**src/rtl/timer_datapath.sv**
```systemverilog
// timer_datapath: value register y and step counter s driven by per-cycle
// controller commands. Status flags go back to the controller and registered
// 7-segment digits show y and s.
module timer_datapath #(
  parameter int W_Y    = 4,
  parameter int W_S    = 4,
  parameter int Y_MOD  = 10,
  parameter int S_MOD  = 10,
  parameter int S_LOAD = 6
) (
  input  logic           clk,
  input  logic           rst,
  input  logic [W_Y-1:0] x,
  input  logic           y_en,
  input  logic           y_store_x,
  input  logic [1:0]     y_select_next,
  input  logic           s_en,
  input  logic           s_zero,
  input  logic           s_add,
  input  logic [1:0]     s_step,
  input  logic           disp_en,
  output logic [W_Y-1:0] y,
  output logic [W_S-1:0] s,
  output logic           s_wrap,
  output logic           s_is_zero,
  output logic           y_is_zero,
  output logic [6:0]     seg_y,
  output logic [6:0]     seg_s
);

  // Moduli are held one bit wider so that a modulus of exactly 2**W compares correctly.
  localparam logic [W_Y:0]   Y_MOD_X  = (W_Y+1)'(Y_MOD);
  localparam logic [W_Y-1:0] Y_MAX    = W_Y'(Y_MOD - 1);
  localparam logic [W_S:0]   S_MOD_X  = (W_S+1)'(S_MOD);
  localparam logic [W_S-1:0] S_LOAD_V = W_S'(S_LOAD);

  // Active-high segments {g..a}; anything above 9 shows a dash.
  function automatic logic [6:0] seg_decode(input logic [31:0] v);
    logic [6:0] seg;
    case (v)
      32'd0:   seg = 7'h3F;
      32'd1:   seg = 7'h06;
      32'd2:   seg = 7'h5B;
      32'd3:   seg = 7'h4F;
      32'd4:   seg = 7'h66;
      32'd5:   seg = 7'h6D;
      32'd6:   seg = 7'h7D;
      32'd7:   seg = 7'h07;
      32'd8:   seg = 7'h7F;
      32'd9:   seg = 7'h6F;
      default: seg = 7'h40;
    endcase
    return seg;
  endfunction

  logic [W_S:0]   s_sum;
  logic [W_S:0]   s_sum_wrapped;
  logic [W_S-1:0] s_next;
  logic [W_Y-1:0] y_next;
  logic [W_Y-1:0] y_inc;
  logic [W_Y-1:0] y_dec;
  logic           wrap_now;

  // Next value of s and the same-cycle wrap indication used by the y cascade.
  always_comb begin
    s_sum         = {1'b0, s} + (W_S+1)'(s_step);
    s_sum_wrapped = s_sum - S_MOD_X;
    s_next        = s;
    wrap_now      = 1'b0;
    if (!s_en) begin
      s_next = s;
    end else if (s_zero) begin
      s_next = S_LOAD_V;
    end else if (s_add) begin
      if (s_sum >= S_MOD_X) begin
        s_next   = s_sum_wrapped[W_S-1:0];
        wrap_now = 1'b1;
      end else begin
        s_next = s_sum[W_S-1:0];
      end
    end else begin
      if (s >= W_S'(s_step)) begin
        s_next = s - W_S'(s_step);
      end else begin
        s_next = {W_S{1'b0}};
      end
    end
  end

  // Next value of y; select 3 advances y only when s wraps on this same edge.
  always_comb begin
    y_inc  = (y == Y_MAX) ? {W_Y{1'b0}} : y + W_Y'(1);
    y_dec  = (y == {W_Y{1'b0}}) ? Y_MAX : y - W_Y'(1);
    y_next = y;
    if (!y_en) begin
      y_next = y;
    end else if (y_store_x) begin
      if ({1'b0, x} >= Y_MOD_X) begin
        y_next = Y_MAX;
      end else begin
        y_next = x;
      end
    end else begin
      case (y_select_next)
        2'd0:    y_next = y;
        2'd1:    y_next = y_inc;
        2'd2:    y_next = y_dec;
        2'd3:    y_next = wrap_now ? y_inc : y;
        default: y_next = y;
      endcase
    end
  end

  // State and display registers; digits decode the next state so they never lag y/s.
  always_ff @(posedge clk or posedge rst) begin
    if (rst) begin
      y      <= {W_Y{1'b0}};
      s      <= {W_S{1'b0}};
      s_wrap <= 1'b0;
      seg_y  <= 7'h00;
      seg_s  <= 7'h00;
    end else begin
      y      <= y_next;
      s      <= s_next;
      s_wrap <= wrap_now;
      seg_y  <= disp_en ? seg_decode(32'(y_next)) : 7'h00;
      seg_s  <= disp_en ? seg_decode(32'(s_next)) : 7'h00;
    end
  end

  assign s_is_zero = (s == {W_S{1'b0}});
  assign y_is_zero = (y == {W_Y{1'b0}});

endmodule

```
**config.mk**
```make
export PLATFORM = sky130hd
export DESIGN_NAME = timer_datapath
export DESIGN_NICKNAME = d
export VERILOG_FILES = /design/src/rtl/timer_datapath.sv
export SDC_FILE = /design/constraint.sdc
export NUM_CORES = 1
export LEC_CHECK = 0
export ABC_AREA = 1
export BUFFER_PORTS_ARGS = -buffer_cell sky130_fd_sc_hd__clkbuf_2
export CAP_MARGIN = 30
export CORE_MARGIN = 3
export CORE_UTILIZATION = 25
export CTS_CLUSTER_SIZE = 14
export DETAILED_ROUTE_END_ITERATION = 8
export GPL_TIMING_DRIVEN = 0
export REMOVE_ABC_BUFFERS = 1
export SLEW_MARGIN = 40
export SYNTH_ARGS = -nofsm -noshare
export SYNTH_HDL_FRONTEND = slang
export SYNTH_SLANG_ARGS = --single-unit
```
**constraint.sdc**
```tcl
create_clock -name clk -period 4.4 [get_ports clk]
set_clock_uncertainty 0.05 [all_clocks]
set_input_delay 0.44 -clock clk [delete_from_list [all_inputs] [get_ports clk]]
set_output_delay 0.44 -clock clk [all_outputs]
set_load 0.02 [all_outputs]
```
### After elaboration in Yosys (flattened, before gate mapping)

Memories as Yosys holds them, arrays and structs flattened.
Index checks and enable logic that the tools add are counted.

* memory bits (read-only): 224
* word-level logic and storage cells: 40
* input port bits: 16
* memories: 2
* register bits: 23

Memories
* (name not given): depth 16, width 7, read ports 1, clocked after memory_dff 0, wr ports 0, line 40 `case (v)`
* (name not given): depth 16, width 7, read ports 1, clocked after memory_dff 0, wr ports 0, line 40

* mux-type cells: 18
* order comparisons: 3
* reductions and logical operators: 3
* eq/ne operators: 4
* add/sub/neg operators: 5

Operators by type and width (number)
* 4-bit 2-to-1 mux: 11
* 4-bit one-hot mux with 4 select lines: 1
* 7-bit 2-to-1 mux: 2
* 4-bit zero test: 2
* 4-bit by 2-bit adder with 5-bit output: 1
* 5-bit by 4-bit greater-or-equal comparator with 1-bit output (second input constant): 1
* 4-bit by 1-bit adder with 4-bit output (second input constant): 1
* 2-bit == test (second input constant): 2
* 4-bit == test (second input constant): 1
* 4-bit by 2-bit greater-or-equal comparator with 1-bit output: 1
* 4-bit greater-or-equal comparator (second input constant): 1
* 1-bit 2-to-1 mux: 4
* 4-bit by 1-bit subtractor with 4-bit output (second input constant): 1
* 4-bit by 2-bit subtractor with 4-bit output: 1
* 4-bit subtractor (second input constant): 1
* 2-bit by 1-bit == test with 1-bit output (second input constant): 1
* 2-bit zero test: 1

### Depth between registers and ports, before layout

An unclocked memory read counts as a cell.

* word-level depth: 12
* depth in mapped cells: 24
* depth with buffers taken out: 24

### Worst setup path after synthesis

No wires, ideal clock.

* path type: flip-flop to flip-flop
* start: register s[0]
* end: register seg_y[3]
* period minus slack after synthesis: 3383 ps
* buffers on the path: 0
* setup time: 118 ps
* slack: 1017 ps
* data required time: 4232 ps
* data arrival time: 3215 ps
* stages on the path, launching flop included: 24
* cells stage by stage: dfrtp_1 -> ha_1 -> fa_1 -> inv_1 -> nand2_1 -> and2_2 -> ha_1 -> nand2_2 -> nand3_4 -> nand2_4 -> nand2_4 -> nand2_1 -> nand3_1 -> nand3_1 -> a21oi_1 -> nand2_1 -> nand2_1 -> o21ai_1 -> inv_1 -> ha_1 -> inv_1 -> nand3_1 -> a21oi_1 -> nor2_2

* cells in the longest elaborated chain, start to end: 12

RTL lines
* from (decl): line 23 `output logic [W_S-1:0] s,`
* from (signal assigned): line 118 `s <= {W_S{1'b0}};`
* from (signal assigned): line 124 `s <= s_next;`
* 4-bit by 2-bit adder with 5-bit output: line 66 `s_sum = {1'b0, s} + (W_S+1)'(s_step);`
* 5-bit by 4-bit greater-or-equal comparator with 1-bit output: line 75 `if (s_sum >= S_MOD_X) begin`
* 1-bit 2-to-1 mux: line 75
* 1-bit 2-to-1 mux: line 74 `end else if (s_add) begin`
* 1-bit 2-to-1 mux: line 72 `end else if (s_zero) begin`
* 1-bit 2-to-1 mux: line 70 `if (!s_en) begin`
* 4-bit 2-to-1 mux: line 108 `2'd3: y_next = wrap_now ? y_inc : y;`
* 4-bit one-hot mux with 4 select lines: line 104 `case (y_select_next)`
* 4-bit 2-to-1 mux: line 97 `end else if (y_store_x) begin`
* 4-bit 2-to-1 mux: line 95 `if (!y_en) begin`
* net y_next[0]: line 59 `logic [W_Y-1:0] y_next;`
* memory 16 x 7 bit
* 7-bit 2-to-1 mux: line 126 `seg_y <= disp_en ? seg_decode(32'(y_next)) : 7'h00;`
* to (signal assigned): line 126
* to (decl): line 27 `output logic [6:0] seg_y,`

The timed path passes the listed nets, and every way through them passes these cells.

### Final worst setup path

Same ends and word-level chain as after synthesis.

==> summary.txt <==
Status
  • Status: finished, final reports clean

Logic synthesis
  • Synth area leader: dfrtp_1
  • Largest family of logic cells by synthesized area: simple AND/OR/NAND/NOR gates
  • Commonest register cell after synthesis: dfrtp_1
  • Warnings, synthesis: 0
  • Number of synthesized register bits: 23
  • Adder-cell share of the synthesized area: 0.1494
  • Ys async rst share: 1.000
  • Compound-gate portion of the synthesized area: 0.1017
  • Yosys cell types: 28
  • EDFF count, synth: 0
  • Synth top area cells: dfrtp_1, ha_1, nand2_1
  • Xor and xnor fraction of the mapped netlist area: 0.009015
  • Simple-Gate Fraction of Synth Area: 0.3548
  • Mean post-synth cell area: 7.531 um2
  • Post-synth top area share: 0.2962
  • Post-Syn Area: 1943 um2
  • Mux contribution to synthesized area: 0
  • Sequential share of the synthesized area: 0.2962
  • Gate Count Post-Synth: 258

Setup path
  • Crit path kind: flip-flop to flip-flop
  • Worst-path cell chain: ha_1, fa_1, inv_1, nand2_1, and2_2, ha_1, nand2_2, nand3_4, nand2_4, nand2_4, nand2_1, nand3_1, nand3_1, a21oi_1, nand2_1, nand2_1, o21ai_1, inv_1, ha_1, inv_1, nand3_1, a21oi_1, nor2_2
  • Max FO, Critical Path: 7
  • Worst Path Arrival: 3.73 ns
  • Worst setup SP type: flip-flop
  • Cell repeated most along the worst path: nand2_1
  • Family with the most delay on the worst path: adder cells
  • Critical Path RT: 4.50 ns
  • Critical-path top delay cell: fa_1
  • Crit path largest cell delay: 0.43 ns
  • Critical Path Sink Type: flip-flop
  • WP buf/inv: 3

STA
  • F_max: 275.6 MHz
  • Final Max Tran Viols: 0
  • Hold Fails Final Rpt: 0
  • Setup TNS: 0 ns
  • Period Utilization, post-route: 0.8246
  • Slew headroom: 0.6954
  • Post-route worst setup slack: 0.7716 ns
  • Slew @ Worst Pin: 0.4569 ns
  • Final Setup Violations: 0
  • RSZ-0062 raised after global routing: no
  • Crit path time final: 3.628 ns

CTS
  • Clk buf depth: 2
  • Latest clock arrival within the worst-skew pair: 0.25 ns
  • Postcts setup bufs: 0
  • Clk root buf: clkbuf_8
  • Post-CTS Resized: 0
  • TritonCTS buffer count: 3
  • CTS tree: built
  • Clock Sinks: 23
  • # H-tree levels: 1
  • Post-cts hold buffer count: 0
  • Clock-pin transition on the worst setup and hold timing paths: 0.08 ns

Routing
  • Vias: 1740
  • Initial DRT Pass Iterations: 5
  • Drt drc: 0
  • DR iter-0 viols: 90
  • Post-DRT Antenna Nets: 0
  • Average wire per standard cell: 10.94 um
  • Avg Vias per Cell: 4.350
  • Routed wire length: 4376 um

Die
  • Die width: 94.16 um
  • Die ar.: 8866 um2
  • Initial Util: 0.2623
  • Chip height: 94.16 um
  • Site Rows: 31
  • I/O pin count: 41
  • Area of the core: 7408 um2

Hold path
  • Worst min-delay path category: input pin to async pin

Cells and area
  • P&R area growth vs syn: 18.42%
  • N_diodes: 0
  • Final instance area: 2301 um2
  • Layout Nets: 340
  • Commonest non-fill, non-tap cell in the layout: nand2_1
  • Fill count: 781
  • Layout cells sized above 1: 0.2591
  • Most frequent cells in the layout: nand2_1, inv_1, clkbuf_2, nand3_1, dfrtp_1

Power
  • Pwr Density: 351.1 nW/um2
  • Leakage Power: 1.261 nW
  • Peak VDD IR: 0.2086 mV

Global route
  • Pin count of the biggest net entering global routing: 24
  • Aggregate global routing overflow: 0
  • Initial antenna violation count: 0
  • Tot GR Track Use: 0.1036
  • Number of global-route vias before repair: 1725
  • First-pass GRT wire length: 7659 um

Placed design
  • Post-Place Worst Slack: 0.6373 ns
  • Post-detail-place hpwl: 3562 um
  • I/O Buffers: 40
  • Placed Area: 2256 um2
  • Placer Congestion: 0.8052

Job
  • Max Cap Violations: 0
[layer usage]
metal	share of wire	track usage
met5	0	0
met4	0.0030	0.02046
met3	0.036	0.008013
met2	0.45	0.1714
met1	0.51	0.1478
[cell type report]
cell class                 count  area [um2]  share of cell area
sequential                    23       575.6              0.2501
timing repair buffer          40       200.2             0.08700
multi-input combinational    191        1195              0.5193
inverter                      43       161.4             0.07015
tap                           99       123.9             0.05383
clock buffer                   4       45.04             0.01958
[where the power goes]
group	switching, mW	internal (mW)
sequential	0.0339	0.246
combinational	0.264	0.138
clock	0.0618	0.0644
[synth_stat cells (2+ instances only)]
cell	n
inv_2	2
a21oi_1	20
xor2_1	2
o21ai_1	4
dfrtp_1	23
nand3_4	2
nand2_4	8
nor2_2	6
nand3_2	2
nand2_2	10
ha_1	20
nand3_1	29
fa_1	2
inv_1	41
o21ai_0	8
o21a_1	2
nor2_1	22
nand2_1	45
[final timing paths]
kind                          from  endpoint  slack, ns  cells past startpoint
max                           s[0]  seg_y[3]       0.77                     23
min                            rst  seg_y[2]       0.11                      2
min in group clk           disp_en  seg_y[1]       0.44                      3
min reg2reg                   s[3]      s[3]       0.80                      2
max in group asynchronous      rst      s[1]       3.87                      2
max reg2reg                   s[0]  seg_y[3]       0.77                     23
[state kept, by name, indices dropped and copies added, names as in the netlist]
name,count
s_wrap,1
seg_s,7
seg_y,7
y,4
s,4
[through the flow]
stage | total power [mW] | hold slack, ns | util | instances
2_1_floorplan | 0.5790 | 0.3919 | - | 257
3_3_place_gp | 0.6830 | 0.5789 | 0.3045 | 396
3_5_place_dp | 0.6882 | 0.4155 | 0.3045 | 396
4_1_cts | 0.8183 | 0.1303 | 0.3106 | 400
5_1_grt | 0.8851 | 0.1505 | 0.3106 | 400
6_report | 0.8079 | 0.1134 | 0.3106 | 400
[worst register-to-register path: stages, from the launching register on]
cell	delay, ns
dfrtp_1	0.41
ha_1	0.25
fa_1	0.43
inv_1	0.07
nand2_1	0.06
and2_2	0.21
ha_1	0.22
nand2_2	0.09
nand3_4	0.08
nand2_4	0.11
nand2_4	0.08
nand2_1	0.06
nand3_1	0.08
nand3_1	0.08
a21oi_1	0.04
nand2_1	0.06
nand2_1	0.04
o21ai_1	0.23
inv_1	0.17
ha_1	0.32
inv_1	0.07
nand3_1	0.07
a21oi_1	0.18
nor2_2	0.04
[kinds of logic after synthesis]
logic type / after synthesis
buffers and inverters: 44
AOI/OAI and AO/OA: 37
adders and majority gates: 22
and+or+nand+nor: 130
xor gates and xnor gates: 2
DFF: 23
Power figures use the tool's default switching activity.
